<file path="config.mk">
export PLATFORM = sky130hd
export DESIGN_NAME = imem_loader
export DESIGN_NICKNAME = d
export VERILOG_FILES = /design/src/rtl/imem_loader.sv
export SDC_FILE = /design/constraint.sdc
export NUM_CORES = 1
export LEC_CHECK = 0
export CELL_PAD_IN_SITES_DETAIL_PLACEMENT = 0
export CELL_PAD_IN_SITES_GLOBAL_PLACEMENT = 1
export CORE_MARGIN = 2
export CORE_UTILIZATION = 32
export CTS_BUF_LIST = sky130_fd_sc_hd__clkbuf_8
export DETAILED_ROUTE_END_ITERATION = 8
export GPL_ROUTABILITY_DRIVEN = 0
export PLACE_DENSITY_LB_ADDON = 0.15
export SYNTH_ARGS = -nofsm -noshare
export SYNTH_HDL_FRONTEND = slang
export SYNTH_SLANG_ARGS = --single-unit
</file>
<file path="constraint.sdc">
create_clock -name Clk -period 2.79 [get_ports Clk]
set_input_delay 0.558 -clock Clk [delete_from_list [all_inputs] [get_ports Clk]]
set_output_delay 0.558 -clock Clk [all_outputs]
set_load 0.03 [all_outputs]
</file>
<file path="src/rtl/imem_loader.sv">
// Boot-time instruction-memory loader: streams host words to sequential addresses, holding the CPU until done.
// Optional trailing checksum word is enabled with `define IMEM_LOADER_CHECKSUM_EN.
module imem_loader #(
    parameter logic [31:0] BASE_ADDR = 32'h0000_0000,
    parameter int          MAX_WORDS = 256
) (
    input  logic        Clk,
    input  logic        Reset_n,
    input  logic        Start,
    input  logic [15:0] WordCount,
    input  logic        InValid,
    output logic        InReady,
    input  logic [31:0] InData,
    output logic        MemWrite,
    output logic [31:0] MemAddr,
    output logic [31:0] MemData,
    output logic        CpuHold,
    output logic        Busy,
    output logic        Done,
    output logic        Error
);

    localparam int          KW        = $clog2(MAX_WORDS) + 1;
    localparam logic [31:0] MAX_WORDS32 = 32'(MAX_WORDS);

`ifdef IMEM_LOADER_CHECKSUM_EN
    typedef enum logic [1:0] {IDLE, LOAD, CHECK, DONE} state_t;
`else
    typedef enum logic [1:0] {IDLE, LOAD, DONE} state_t;
`endif

    state_t        state;
    logic [KW-1:0] k;
    logic [KW-1:0] cnt;
`ifdef IMEM_LOADER_CHECKSUM_EN
    logic [31:0]   sum;
    logic          ck_bad;
`endif
    logic          xfer;
    logic          bad_count;
    logic          last_word;

    assign xfer      = InValid && InReady;
    assign bad_count = (WordCount == 16'd0) || ({16'd0, WordCount} > MAX_WORDS32);
    assign last_word = (k == cnt - KW'(1));
`ifdef IMEM_LOADER_CHECKSUM_EN
    assign ck_bad    = (InData != sum);
`endif

    always_ff @(posedge Clk) begin
        if (!Reset_n) begin
            state    <= IDLE;
            InReady  <= 1'b0;
            MemWrite <= 1'b0;
            MemAddr  <= 32'd0;
            MemData  <= 32'd0;
            CpuHold  <= 1'b1;
            Busy     <= 1'b0;
            Done     <= 1'b0;
            Error    <= 1'b0;
        end else begin
            MemWrite <= 1'b0;
            case (state)
                IDLE, DONE: begin
                    if (Start) begin
                        CpuHold <= 1'b1;
                        if (bad_count) begin
                            state   <= DONE;
                            Done    <= 1'b1;
                            Error   <= 1'b1;
                            InReady <= 1'b0;
                            Busy    <= 1'b0;
                        end else begin
                            state   <= LOAD;
                            Done    <= 1'b0;
                            Error   <= 1'b0;
                            InReady <= 1'b1;
                            Busy    <= 1'b1;
                            cnt     <= KW'(WordCount);
                            k       <= '0;
`ifdef IMEM_LOADER_CHECKSUM_EN
                            sum     <= 32'd0;
`endif
                        end
                    end
                end
                LOAD: begin
                    if (xfer) begin
                        MemWrite <= 1'b1;
                        MemAddr  <= BASE_ADDR + (32'(k) << 2);
                        MemData  <= InData;
                        k        <= k + KW'(1);
`ifdef IMEM_LOADER_CHECKSUM_EN
                        sum      <= sum + InData;
                        if (last_word)
                            state <= CHECK;
`else
                        // Done and CpuHold release land with the final strobe.
                        if (last_word) begin
                            state   <= DONE;
                            InReady <= 1'b0;
                            Busy    <= 1'b0;
                            Done    <= 1'b1;
                            Error   <= 1'b0;
                            CpuHold <= 1'b0;
                        end
`endif
                    end
                end
`ifdef IMEM_LOADER_CHECKSUM_EN
                CHECK: begin
                    // Checksum word is consumed but never written to memory.
                    if (xfer) begin
                        state   <= DONE;
                        InReady <= 1'b0;
                        Busy    <= 1'b0;
                        Done    <= 1'b1;
                        Error   <= ck_bad;
                        CpuHold <= ck_bad;
                    end
                end
`endif
                default: state <= IDLE;
            endcase
        end
    end

endmodule

</file>
Word level (Yosys, flattened, before mapping) --
Cells that the tools add are included.
Word-level totals: flip-flop bits (word level) 66, word-level logic and storage cells 56, output and inout bits 70, bits of input ports 52
Operators by class: $lt $le $gt $ge 1, add/sub/neg operators 2, mux-type cells 23, reductions and logical operators 12, bitwise operators 1, equality and inequality tests 7
Operators by type and width (count):
- two-way mux 9 bit | 3
- one-hot mux 9 bit (2 select lines) | 1
- greater-than comparator 16 x 9 -> 1 bit, second input constant | 1
- logical NOT 16 bit | 1
- two-way mux 1 bit | 10
- adder 9 x 1 -> 9 bit, second input constant | 1
- == test 9 bit | 1
- subtractor 9 x 1 -> 9 bit, second input constant | 1
- two-way mux 2 bit | 4
- inequality test 2 bit, second input constant | 4
- one-hot mux 1 bit (2 select lines) | 4
- AND reduction 4 bit | 2
- AND reduction 5 bit | 1
- one-hot mux 2 bit (2 select lines) | 1
- AND reduction 2 bit | 2
- AND reduction 3 bit | 1
- == test 2 x 1 -> 1 bit, second input constant | 1
- == test 2 bit, second input constant | 1
- logical NOT 2 bit | 1
- nonzero test 2 bit | 1
- OR reduction 2 bit | 1
- logical AND 1 bit | 1
- logical OR 1 bit | 1
- NOT 1 bit | 1

Logic depth before layout (Yosys ltp) --
Gate-level depths: netlist of run 1.
word-level depth 5, depth in mapped cells 8, depth with buffers taken out 8

Worst setup path after synthesis of run 1 --
No wires, ideal clock.
path kind input to register, start input port WordCount[5], end register cnt[0] (enable), buffers on the path 0, required time 2.416 ns, library setup time 0.374 ns, stages on the path 6, path slack 0.182 ns, data arrival time 2.234 ns, path through or4_4 > o21ai_1 > or3b_4 > nor3_2 > inv_1 > nor2_1
Between the ends: word-level cells in the longest chain between the ends 4, elaborated cells on any way between the ends 5, classes of those cells 1 x order compare; 1 x bitwise; 3 x reduce/logical
RTL lines:
- from (decl) | RTL line 10 | input logic [15:0] WordCount,
- greater-than comparator 16 x 9 -> 1 bit or logical NOT 16 bit (tied branches) | RTL line 44 | assign bad_count = (WordCount == 16'd0) || ({16'd0, WordCount} > MAX_WORDS32);
- logical OR 1 bit * | RTL line 44
- NOT 1 bit (no source line) *
- AND reduction 4 bit (no source line) *
- to (signal assigned) | RTL line 79 | cnt <= KW'(WordCount);
- to (decl) | RTL line 34 | logic [KW-1:0] cnt;
Mark *: on every way between the ends. The rest lies on a longest branch, timed or not. A chain may end at the register's enable or synchronous reset.

Worst setup path after layout of run 1 --
start input port WordCount[4], end register cnt[2] (enable)
The elaborated chain is that of the path after synthesis.

==> Implementation_results.wiki, run 1 <==
{| class="wikitable"
! Metric !! Value
|-
| Result of the run || completed
|-
| Crit-path max FO || 9
|-
| Multiplexer share of the synthesized area || 0
|-
| Floorplan core area || 9110 µm²
|-
| Number of synthesis warnings || 0
|-
| Sequential cell area in the final layout || 1500 µm²
|-
| ANT nets after route || 0
|-
| Share of synthesized cell area in full adder, half adder and majority cells || 0.00841
|-
| Pin count of the biggest net entering global routing || 43
|-
| Syn Std Cell Area || 2970 µm²
|-
| Type of the worst setup path || in2reg
|-
| Area of the die || 10100 µm²
|-
| Number of synthesized flops with an enable pin || 18
|-
| Chain of cells forming the critical path || clkdlybuf4s50_1, or4_4, o21ai_1, or3b_4, nor3_2, inv_1, nor2_1, buf_4
|-
| Largest family of logic cells by synthesized area || simple AND/OR/NAND/NOR gates
|-
| Clock tree from TritonCTS || done
|-
| Post-route cell area || 4190 µm²
|-
| Hold Path Origin || MemData[15]
|-
| Data required time at the worst endpoint || 2.84 ns
|-
| Initial DRT Pass Iterations || 4
|-
| Setup slack after layout || 0.315 ns
|-
| Antenna diodes || 0
|-
| Boundary pin count || 122
|-
| Switching share of power || 0.239
|-
| Clock slew at the register clock pins of the worst setup and hold paths || 0.07 ns
|-
| Clock tree root buffer cell || sky130_fd_sc_hd__clkbuf_8
|-
| Final-stage net count || 489
|-
| Data arrival time of the critical path || 2.52 ns
|-
| Max Fclk || 404 MHz
|-
| Initial antenna violation count || 0
|-
| 1st-iter DRT viols || 84
|-
| Global-route usage over all layers || 0.150
|-
| Clock buffer count from CTS || 9
|-
| Fraction of the mapped netlist area in simple logic gates || 0.225
|-
| Combinational share of power || 0.097
|-
| Hold Crit Class || reg2reg
|-
| Later-pin clock latency in the skew report || 0.34 ns
|-
| Global-route wire length before repair || 11.8 mm
|-
| Post-synthesis async set-or-reset flop share || 0
|-
| Hold path cells || 2
|-
| Fraction of power consumed by sequential logic || 0.531
|-
| Share of power burned in the clock network || 0.371
|-
| Mean post-synth cell area || 8.88 µm²
|-
| Via/cell ratio || 4.66
|-
| Endpoint type of the worst setup path || flop
|-
| Internal power of the cells || 1440 µW
|-
| Total of endpoints with negative setup slack in the final report || 0
|-
| Unrepaired setup endpoints after global routing || false
|-
| Cell area reported after detailed placement || 4020 µm²
|-
| Count of cells along the worst register-to-register path || 8
|-
| Part of the Yosys area used for sequential elements || 0.505
|-
| Pre-CTS worst setup slack || -0.0589 ns
|-
| Die height || 100 µm
|-
| Number of standard cells in the final layout excluding fillers || 550
|-
| Effective utilization at floorplan || 0.327
|-
| Share of the clock period used by the worst path after layout || 0.887
|-
| H-tree levels || 3
|-
| Xor-xnor portion of the synthesized cell area || 0.0471
|-
| Synth top area cells || sky130_fd_sc_hd__dfxtp_1, sky130_fd_sc_hd__edfxtp_1, sky130_fd_sc_hd__nand2_1
|-
| Design Power || 1890 µW
|-
| Number of storage elements in the synthesis netlist || 66
|-
| Proportion of layout cells with a drive suffix above 1 || 0.0866
|-
| Fraction of the mapped netlist area in compound gates || 0.127
|-
| Vias in the first global route || 2481
|-
| Most common library cell in the layout ignoring fill and taps || sky130_fd_sc_hd__clkdlybuf4s50_1
|-
| Total overflow reported by the global router || 0
|-
| Die outline width || 100 µm
|-
| Total wire length || 7.21 mm
|-
| Kind of start point of the critical path || input port
|-
| # Post-CTS Setup Buffers || 0
|-
| Reg-to-Reg Start || cnt[0]
|-
| Hpwl dp || 5.16 mm
|-
| Wire length per cell || 13.1 µm
|-
| Synthesis-to-layout area growth || 40.9%
|-
| Final Max Slew Viols || 0
|-
| Time the final worst path needs with I/O delays and setup || 2.48 ns
|-
| Lkg Pwr || 0.00143 µW
|-
| Number of gates given a new drive strength after cts || 0
|-
| Total count of hold-check failures in the final report || 0
|-
| Placement Rows || 35
|-
| Largest clock skew in the final design || 0.00916 ns
|-
| Count of input and output buffers || 98
|-
| DRC violations left || 0
|-
| Number of placed cells counting well taps || 535
|-
| Clock net sink count || 66
|-
| # fillers || 903
|-
| Maximum capacitance violations || 0
|-
| Worst hold margin || 0.453 ns
|-
| PD cells || 451 nW/µm²
|-
| Critical Path Max Stage Delay || 0.52 ns
|-
| Startpoint of the worst setup timing path || WordCount[4]
|-
| Via count || 2564
|-
| Area share of the largest cell type after synthesis || 0.323
|-
| Multi-input combinational cell area || 1310 µm²
|-
| Largest area contributor in the netlist || sky130_fd_sc_hd__dfxtp_1
|-
| Number of unique standard cell types used by synthesis || 45
|-
| Post-Synthesis Cells || 335
|-
| Worst path slowest cell || sky130_fd_sc_hd__or4_4
|-
| Ys flop type || sky130_fd_sc_hd__dfxtp_1
|-
| Hold-fix buffers at CTS || 0
|-
| Sw Pwr || 451 µW
|-
| Worst supply voltage drop on vdd || 0.000182 V
|-
| Most used cells in the layout excluding fill and tap cells || sky130_fd_sc_hd__clkdlybuf4s50_1, sky130_fd_sc_hd__nand2_1, sky130_fd_sc_hd__dfxtp_1
|-
| Maximum clock path buffer count || 2
|}
==> path summary, 6_finish.rpt <==
kind / end / slack (ns)
min: MemData[15] / 0.45
max: cnt[2] / 0.31
min reg2reg: MemData[15] / 0.45
max reg2reg: Error / 0.49
==> metrics by stage <==
stage	util	TNS, ns
floorplan	-	0
finish	0.460	0
global placement	0.441	-0.485
CTS	0.460	0
detailed placement	0.441	-0.529
global route	0.460	0
==> cells by family (layout without fill, tap and decap cells) <==
group | count (synthesis) | in the layout
compound gates | 65 | 65
other cells | 1 | 23
buf+inv | 44 | 126
simple gates | 141 | 141
fa+ha+maj | 2 | 2
flops | 66 | 66
xor+xnor | 16 | 16
==> power by group through the flow <==
| stage | clock, µW | combinational (µW) | sequential, µW |
|---|---|---|---|
| 4_1_cts | 736 | 185 | 1000 |
| 3_3_place_gp | 0 | 184 | 1020 |
| 2_1_floorplan | 0 | 110 | 1030 |
| 6_report | 701 | 183 | 1000 |
| 3_5_place_dp | 0 | 184 | 1020 |
| 5_1_grt | 775 | 198 | 1000 |
==> final cells by class <==
cell class                 instances  area share
timing repair buffer             106       0.251
tap                              111      0.0331
inverter                           5     0.00448
clock buffer                      11      0.0361
sequential                        66       0.358
clock inverter                     4     0.00448
multi-input combinational        247       0.312
==> cell usage after synthesis (2+ instances only) <==
master and count:
sky130_fd_sc_hd__xor2_1 6, sky130_fd_sc_hd__inv_1 4, sky130_fd_sc_hd__or3_1 3, sky130_fd_sc_hd__nand3_1 5
sky130_fd_sc_hd__nor4_2 2, sky130_fd_sc_hd__or4_4 2, sky130_fd_sc_hd__nor3_1 8, sky130_fd_sc_hd__ha_1 2
sky130_fd_sc_hd__a21oi_1 46, sky130_fd_sc_hd__nor2_2 2, sky130_fd_sc_hd__dfxtp_1 48, sky130_fd_sc_hd__clkbuf_1 15
sky130_fd_sc_hd__nor2_1 13, sky130_fd_sc_hd__o32ai_1 2, sky130_fd_sc_hd__edfxtp_1 18, sky130_fd_sc_hd__nand2b_1 4
sky130_fd_sc_hd__o21ai_1 3, sky130_fd_sc_hd__nor4_1 2, sky130_fd_sc_hd__o21ai_0 3, sky130_fd_sc_hd__a21o_1 2
sky130_fd_sc_hd__xnor2_1 10, sky130_fd_sc_hd__nand2_1 89, sky130_fd_sc_hd__buf_4 24
==> flip-flops by register name (all words and copies together), names as in the netlist <==
| signal | count |
|---|---|
| Error | 1 |
| Done | 1 |
| Busy | 1 |
| MemData | 32 |
| MemWrite | 1 |
| state | 2 |
| k | 9 |
| CpuHold | 1 |
| MemAddr | 9 |
| cnt | 9 |
==> metal layers <==
metal  vias up  wire length [µm]  track usage  share of wire
met3         7               499       0.0543          0.069
met2        89              3280        0.239           0.45
met1      1181              3340        0.189           0.46
met5         -                 0            0              0
li1       1287                 -            -              -
met4         0                87       0.0474          0.012
==> worst max-delay path, delay by kind of cell <==
kind	cells	cell delay (ns)
simple gates	4	1.15
compound gates	1	0.13
buf+inv	3	0.68
Power figures use the tool's default switching activity.
==> run 2: changes to the inputs <==
--- a/config.mk
+++ b/config.mk
@@ -12,7 +12,7 @@
 export CTS_BUF_LIST = sky130_fd_sc_hd__clkbuf_8
 export DETAILED_ROUTE_END_ITERATION = 8
 export GPL_ROUTABILITY_DRIVEN = 0
-export PLACE_DENSITY_LB_ADDON = 0.15
+export PLACE_DENSITY = 0.91
 export SYNTH_ARGS = -nofsm -noshare
 export SYNTH_HDL_FRONTEND = slang
 export SYNTH_SLANG_ARGS = --single-unit
==> Implementation_results.wiki, run 2 (synthesis gave the netlist of run 1 again) <==
{| class="wikitable"
! Metric !! Value
|-
| Result of the run || completed
|-
| Hold-fix buffers at CTS || 0
|-
| DRC violations left || 0
|-
| Hpwl dp || 5.11 mm
|-
| ANT nets after route || 0
|-
| Boundary pin count || 122
|-
| Kind of start point of the critical path || input port
|-
| Synthesis-to-layout area growth || 40.7%
|-
| Hold Crit Class || reg2reg
|-
| Wire length per cell || 12.5 µm
|-
| Count of input and output buffers || 98
|-
| Worst supply voltage drop on vdd || 0.000254 V
|-
| Pin count of the biggest net entering global routing || 31
|-
| Die height || 100 µm
|-
| Global-route wire length before repair || 11.5 mm
|-
| Proportion of layout cells with a drive suffix above 1 || 0.0820
|-
| Area of the die || 10100 µm²
|-
| Effective utilization at floorplan || 0.327
|-
| Global-route usage over all layers || 0.143
|-
| Floorplan core area || 9110 µm²
|-
| Chain of cells forming the critical path || clkdlybuf4s50_1, or4_4, o21ai_1, or3b_4, nor3_2, inv_1, nor2_1, buf_4
|-
| Worst flop-to-flop path endpoint || Error
|-
| Maximum capacitance violations || 0
|-
| Largest clock skew in the final design || 0.00598 ns
|-
| # Post-CTS Setup Buffers || 0
|-
| Flip-flop count of the largest register, all copies and words added || 32
|-
| Destination of the worst hold path || MemAddr[3]
|-
| Time the final worst path needs with I/O delays and setup || 2.54 ns
|-
| Family with the most delay on the worst path || simple AND/OR/NAND/NOR gates
|-
| Clock tree from TritonCTS || done
|-
| Die outline width || 100 µm
|-
| Count of cells along the worst register-to-register path || 8
|-
| Maximum clock path buffer count || 2
|-
| Most used cells in the layout excluding fill and tap cells || sky130_fd_sc_hd__clkdlybuf4s50_1, sky130_fd_sc_hd__nand2_1, sky130_fd_sc_hd__dfxtp_1
|-
| Total count of hold-check failures in the final report || 0
|-
| Number of gates given a new drive strength after cts || 0
|-
| Final Max Slew Viols || 0
|-
| # fillers || 909
|-
| Placement Rows || 35
|-
| Via count || 2547
|-
| Total wire length || 6.89 mm
|-
| Worst path slowest cell || sky130_fd_sc_hd__or4_4
|-
| Crit-path max FO || 9
|-
| Hold path cells || 2
|-
| Critical Path Max Stage Delay || 0.54 ns
|-
| Endpoint type of the worst setup path || flop
|-
| Initial DRT Pass Iterations || 4
|-
| Clock buffer count from CTS || 9
|-
| Total overflow reported by the global router || 0
|-
| Vias in the first global route || 2494
|-
| Final-stage net count || 489
|-
| Type of the worst setup path || in2reg
|-
| Max Fclk || 393 MHz
|-
| Reg-to-Reg Start || cnt[0]
|-
| Most common library cell in the layout ignoring fill and taps || sky130_fd_sc_hd__clkdlybuf4s50_1
|-
| Total of endpoints with negative setup slack in the final report || 0
|-
| H-tree levels || 3
|-
| Reg with most FFs || MemData
|-
| Antenna diodes || 0
|-
| Setup slack after layout || 0.246 ns
|-
| Initial antenna violation count || 0
|-
| Number of buffer and inverter stages on the critical path || 3
|-
| Pre-CTS worst setup slack || -0.127 ns
|-
| Unrepaired setup endpoints after global routing || false
|-
| Number of placed cells counting well taps || 535
|-
| Later-pin clock latency in the skew report || 0.34 ns
|-
| Clock net sink count || 66
|-
| Data required time at the worst endpoint || 2.84 ns
|-
| Via/cell ratio || 4.63
|-
| Number of standard cells in the final layout excluding fillers || 550
|-
| 1st-iter DRT viols || 90
|-
| Clock tree root buffer cell || sky130_fd_sc_hd__clkbuf_8
|-
| Clock slew at the register clock pins of the worst setup and hold paths || 0.07 ns
|-
| R2r setup slk || 0.54 ns
|-
| Startpoint of the worst setup timing path || WordCount[5]
|-
| Data arrival time of the critical path || 2.59 ns
|-
| Hold Path Origin || MemAddr[3]
|-
| Lkg Pwr || 0.00144 µW
|-
| PD cells || 449 nW/µm²
|-
| Share of the clock period used by the worst path after layout || 0.912
|}
## run 2: cell count changes in the layout (fill, tap and decap cells not counted)
cell | before | now
sky130_fd_sc_hd__nand3_1 | 4 | 5
sky130_fd_sc_hd__inv_1 | 5 | 6
sky130_fd_sc_hd__inv_4 | 0 | 1
sky130_fd_sc_hd__clkinv_2 | 3 | 1
sky130_fd_sc_hd__nand3_2 | 1 | 0
## run 2: worst reg2reg max path, delay by kind of cell (launching register included)
family,cells,cell delay [ns]
adders and majority gates,1,0.19
DFF,1,0.46
AOI/OAI and AO/OA,2,0.37
buffers and inverters,1,0.09
xor gates and xnor gates,1,0.16
and+or+nand+nor,3,0.85
## run 2: worst max-delay path by stage
stage / endpoint / slack (ns) / cells past startpoint
3_5_place_dp: cnt[3] / -0.13 / 8
5_1_grt: cnt[7] / 0.14 / 8
6_report: cnt[7] / 0.25 / 8
4_1_cts: cnt[7] / 0.23 / 8
2_1_floorplan: cnt[0] / 0.18 / 6
3_3_place_gp: cnt[2] / -0.06 / 8
## run 2: power breakdown
| group | internal, µW | total (µW) | switching (µW) | leakage, µW |
|---|---|---|---|---|
| logic | 87.6 | 183 | 95.3 | 0.000785 |
| registers | 991 | 1000 | 11.5 | 0.000552 |
| clock network | 358 | 696 | 337 | 0.0000981 |
| total | 1440 | 1880 | 444 | 0.00144 |
## run 2: layout make-up
class	instances	area (µm²)	area share
clock inverters	4	18.8	0.00448
repair buffers	106	1050	0.252
flip-flops and latches	66	1500	0.359
inverters	5	18.8	0.00448
well taps	111	139	0.0332
multi-input cells	247	1300	0.311
clock buffers	11	151	0.0362
## run 2: metrics by stage
| step | util | TNS, ns | hold slack, ns | power, µW | cell area (µm²) |
|---|---|---|---|---|---|
| floorplan | - | 0 | 0.545 | 1140 | 3060 |
| global placement | 0.441 | -0.525 | 0.442 | 1200 | 4020 |
| detailed placement | 0.441 | -1.44 | 0.446 | 1210 | 4020 |
| CTS | 0.459 | 0 | 0.456 | 1910 | 4190 |
| global route | 0.459 | 0 | 0.475 | 1970 | 4190 |
| finish | 0.459 | 0 | 0.453 | 1880 | 4190 |
## run 2: routing by layer
metal | routed length [µm] | global-route usage
met2 | 3340 | 0.233
met3 | 448 | 0.0536
met5 | 0 | 0
met1 | 3060 | 0.179
met4 | 47 | 0.0369
==> run 3: changes to the inputs <==
--- a/config.mk
+++ b/config.mk
@@ -8,11 +8,11 @@
 export CELL_PAD_IN_SITES_DETAIL_PLACEMENT = 0
 export CELL_PAD_IN_SITES_GLOBAL_PLACEMENT = 1
 export CORE_MARGIN = 2
-export CORE_UTILIZATION = 32
+export CORE_UTILIZATION = 29
 export CTS_BUF_LIST = sky130_fd_sc_hd__clkbuf_8
 export DETAILED_ROUTE_END_ITERATION = 8
 export GPL_ROUTABILITY_DRIVEN = 0
-export PLACE_DENSITY = 0.91
+export PLACE_DENSITY = 0.88
 export SYNTH_ARGS = -nofsm -noshare
 export SYNTH_HDL_FRONTEND = slang
 export SYNTH_SLANG_ARGS = --single-unit
==> constraint.sdc (replaced) <==
create_clock -name Clk -period 2.3 [get_ports Clk]
set_input_delay 0.46 -clock Clk [delete_from_list [all_inputs] [get_ports Clk]]
set_output_delay 0.46 -clock Clk [all_outputs]
set_load 0.03 [all_outputs]
==> Implementation_results.wiki, run 3 (synthesis gave the netlist of run 1 again) <==
{| class="wikitable"
! Metric !! Value
|-
| Placement Rows || 36
|-
| Total count of hold-check failures in the final report || 0
|-
| Via count || 2609
|-
| Number of standard cells in the final layout excluding fillers || 578
|-
| Worst supply voltage drop on vdd || 0.000279 V
|-
| Combinational share of power || 0.096
|-
| Most used cells in the layout excluding fill and tap cells || sky130_fd_sc_hd__clkdlybuf4s50_1, sky130_fd_sc_hd__nand2_1, sky130_fd_sc_hd__dfxtp_1
|-
| Clock slew at the register clock pins of the worst setup and hold paths || 0.07 ns
|-
| Final-layout setup total negative slack || 0 ns
|-
| Switching share of power || 0.236
|-
| Die outline width || 105 µm
|-
| Hold path cells || 1
|-
| Area of the die || 11100 µm²
|-
| Time the final worst path needs with I/O delays and setup || 2.24 ns
|-
| Clock buffer count from CTS || 9
|-
| Number of placed cells counting well taps || 560
|-
| ANT nets after route || 0
|-
| Total overflow reported by the global router || 0
|-
| Final Max Slew Viols || 0
|-
| Family with the most delay on the worst path || simple AND/OR/NAND/NOR gates
|-
| Proportion of layout cells with a drive suffix above 1 || 0.108
|-
| Via/cell ratio || 4.51
|-
| Setup slack after layout || 0.0617 ns
|-
| PD cells || 543 nW/µm²
|-
| Unrepaired setup endpoints after global routing || false
|-
| Count of cells along the worst register-to-register path || 8
|-
| # fillers || 982
|-
| Cell area reported after detailed placement || 4080 µm²
|-
| Kind of start point of the critical path || input port
|-
| Endpoint type of the worst setup path || flop
|-
| Maximum clock path buffer count || 2
|-
| Antenna diodes || 0
|-
| Flip-flop count of the largest register, all copies and words added || 32
|-
| Count of input and output buffers || 98
|-
| Crit-path max FO || 4
|-
| Cell depth of the worst setup path || 7
|-
| Initial DRT Pass Iterations || 4
|-
| 1st-iter DRT viols || 150
|-
| H-tree levels || 3
|-
| Effective utilization at floorplan || 0.301
|-
| Later-pin clock latency in the skew report || 0.33 ns
|-
| Critical Path Max Stage Delay || 0.54 ns
|-
| Final-stage net count || 494
|-
| Post-route cell area || 4340 µm²
|-
| Sw Pwr || 557 µW
|-
| Hpwl dp || 5.39 mm
|-
| Hold Crit Class || in2reg
|-
| Vias in the first global route || 2490
|-
| DRC violations left || 0
|-
| Pre-CTS worst setup slack || -0.496 ns
|-
| Die height || 105 µm
|-
| Data required time at the worst endpoint || 2.35 ns
|-
| Initial antenna violation count || 0
|-
| Pin count of the biggest net entering global routing || 24
|-
| Clock tree from TritonCTS || done
|-
| Max Fclk || 447 MHz
|-
| Boundary pin count || 122
|-
| Internal power of the cells || 1800 µW
|-
| # Post-CTS Setup Buffers || 0
|-
| Worst hold margin || 0.342 ns
|-
| Number of buffer and inverter stages on the critical path || 2
|-
| Fraction of power consumed by sequential logic || 0.517
|-
| Lkg Pwr || 0.00151 µW
|-
| Worst path slowest cell || sky130_fd_sc_hd__or4_4
|-
| Clock net sink count || 66
|-
| Chain of cells forming the critical path || dlygate4sd2_1, or4_4, o21ai_2, or3b_4, nor2_4, o211a_4, clkbuf_16
|-
| Result of the run || completed
|-
| Global-route usage over all layers || 0.133
|-
| Most common library cell in the layout ignoring fill and taps || sky130_fd_sc_hd__clkdlybuf4s50_1
|-
| Data arrival time of the critical path || 2.29 ns
|-
| Hold-fix buffers at CTS || 0
|-
| Wire length per cell || 12.7 µm
|-
| Clock tree root buffer cell || sky130_fd_sc_hd__clkbuf_8
|-
| Reg with most FFs || MemData
|-
| Share of the clock period used by the worst path after layout || 0.973
|-
| Type of the worst setup path || in2reg
|-
| Synthesis-to-layout area growth || 45.9%
|-
| Total wire length || 7.33 mm
|-
| Floorplan core area || 9860 µm²
|-
| Share of power burned in the clock network || 0.387
|-
| Maximum capacitance violations || 0
|-
| Largest clock skew in the final design || 0.0140 ns
|-
| Global-route wire length before repair || 12.0 mm
|-
| Total of endpoints with negative setup slack in the final report || 0
|}
run 3: changes by cell type in the layout (fill, tap and decap cells not counted), moves of 2 or more:
cell | previous run | this run
sky130_fd_sc_hd__clkbuf_8 | 11 | 9
sky130_fd_sc_hd__clkinv_4 | 0 | 2
sky130_fd_sc_hd__dlymetal6s2s_1 | 0 | 4
sky130_fd_sc_hd__dlygate4sd2_1 | 0 | 4
sky130_fd_sc_hd__nor2_4 | 0 | 3
sky130_fd_sc_hd__clkdlybuf4s50_1 | 98 | 90
sky130_fd_sc_hd__buf_4 | 7 | 10
run 3: area by class of cell:
| type | count | area, µm² | share of cell area |
|---|---|---|---|
| Clock inverter | 7 | 63.8 | 0.0147 |
| Clock buffer | 9 | 124 | 0.0286 |
| Sequential cell | 66 | 1500 | 0.346 |
| Multi-Input combinational cell | 248 | 1360 | 0.313 |
| Timing Repair Buffer | 110 | 1110 | 0.255 |
| Inverter | 5 | 18.8 | 0.00433 |
| Tap cell | 133 | 166 | 0.0384 |
run 3: worst register-to-register path, cell delays in order, from the launching register on:
cell	delay, ns
sky130_fd_sc_hd__edfxtp_1	0.40
sky130_fd_sc_hd__inv_1	0.07
sky130_fd_sc_hd__ha_1	0.18
sky130_fd_sc_hd__or3b_1	0.45
sky130_fd_sc_hd__nor3_1	0.20
sky130_fd_sc_hd__xnor2_1	0.16
sky130_fd_sc_hd__nand4_2	0.22
sky130_fd_sc_hd__o311ai_2	0.29
sky130_fd_sc_hd__a21oi_1	0.10
run 3: timing repair:
action                                  CTS  global route
endpoints found under the setup margin   18            19
pin swaps                                 5             5
gates cloned                              1             1
gates resized for setup                   6             9
run 3: stage by stage:
stage,total power (µW),utilization
final,2360,0.440
after global routing,2470,0.440
after CTS,2390,0.433
after detailed placement,1470,0.413
after global placement,1460,0.413
after floorplan,1380,-
run 3: layer usage:
metal  GRT usage  vias to the layer above  part of all wire  wire length [µm]
met4      0.0352                        0            0.0063                46
met3      0.0464                        4             0.060               442
met5           0                        -                 0                 0
li1            -                     1307                 -                 -
met2       0.214                       90              0.49              3590
met1       0.168                     1208              0.44              3260
run 3: worst paths after layout:
| kind | from | end | slack, ns |
|---|---|---|---|
| worst min register to register | MemData[7] | MemData[7] | 0.45 |
| worst max register to register | cnt[0] | Error | 0.11 |
| worst min-delay path | WordCount[7] | cnt[7] | 0.34 |
| worst max-delay path | WordCount[6] | k[8] | 0.06 |
run 3: power groups by stage:
stage | registers, µW | logic, µW | clock network (µW)
2_1_floorplan | 1240 | 134 | 0
3_3_place_gp | 1240 | 222 | 0
3_5_place_dp | 1240 | 223 | 0
4_1_cts | 1220 | 223 | 955
5_1_grt | 1220 | 244 | 1010
6_report | 1220 | 227 | 911
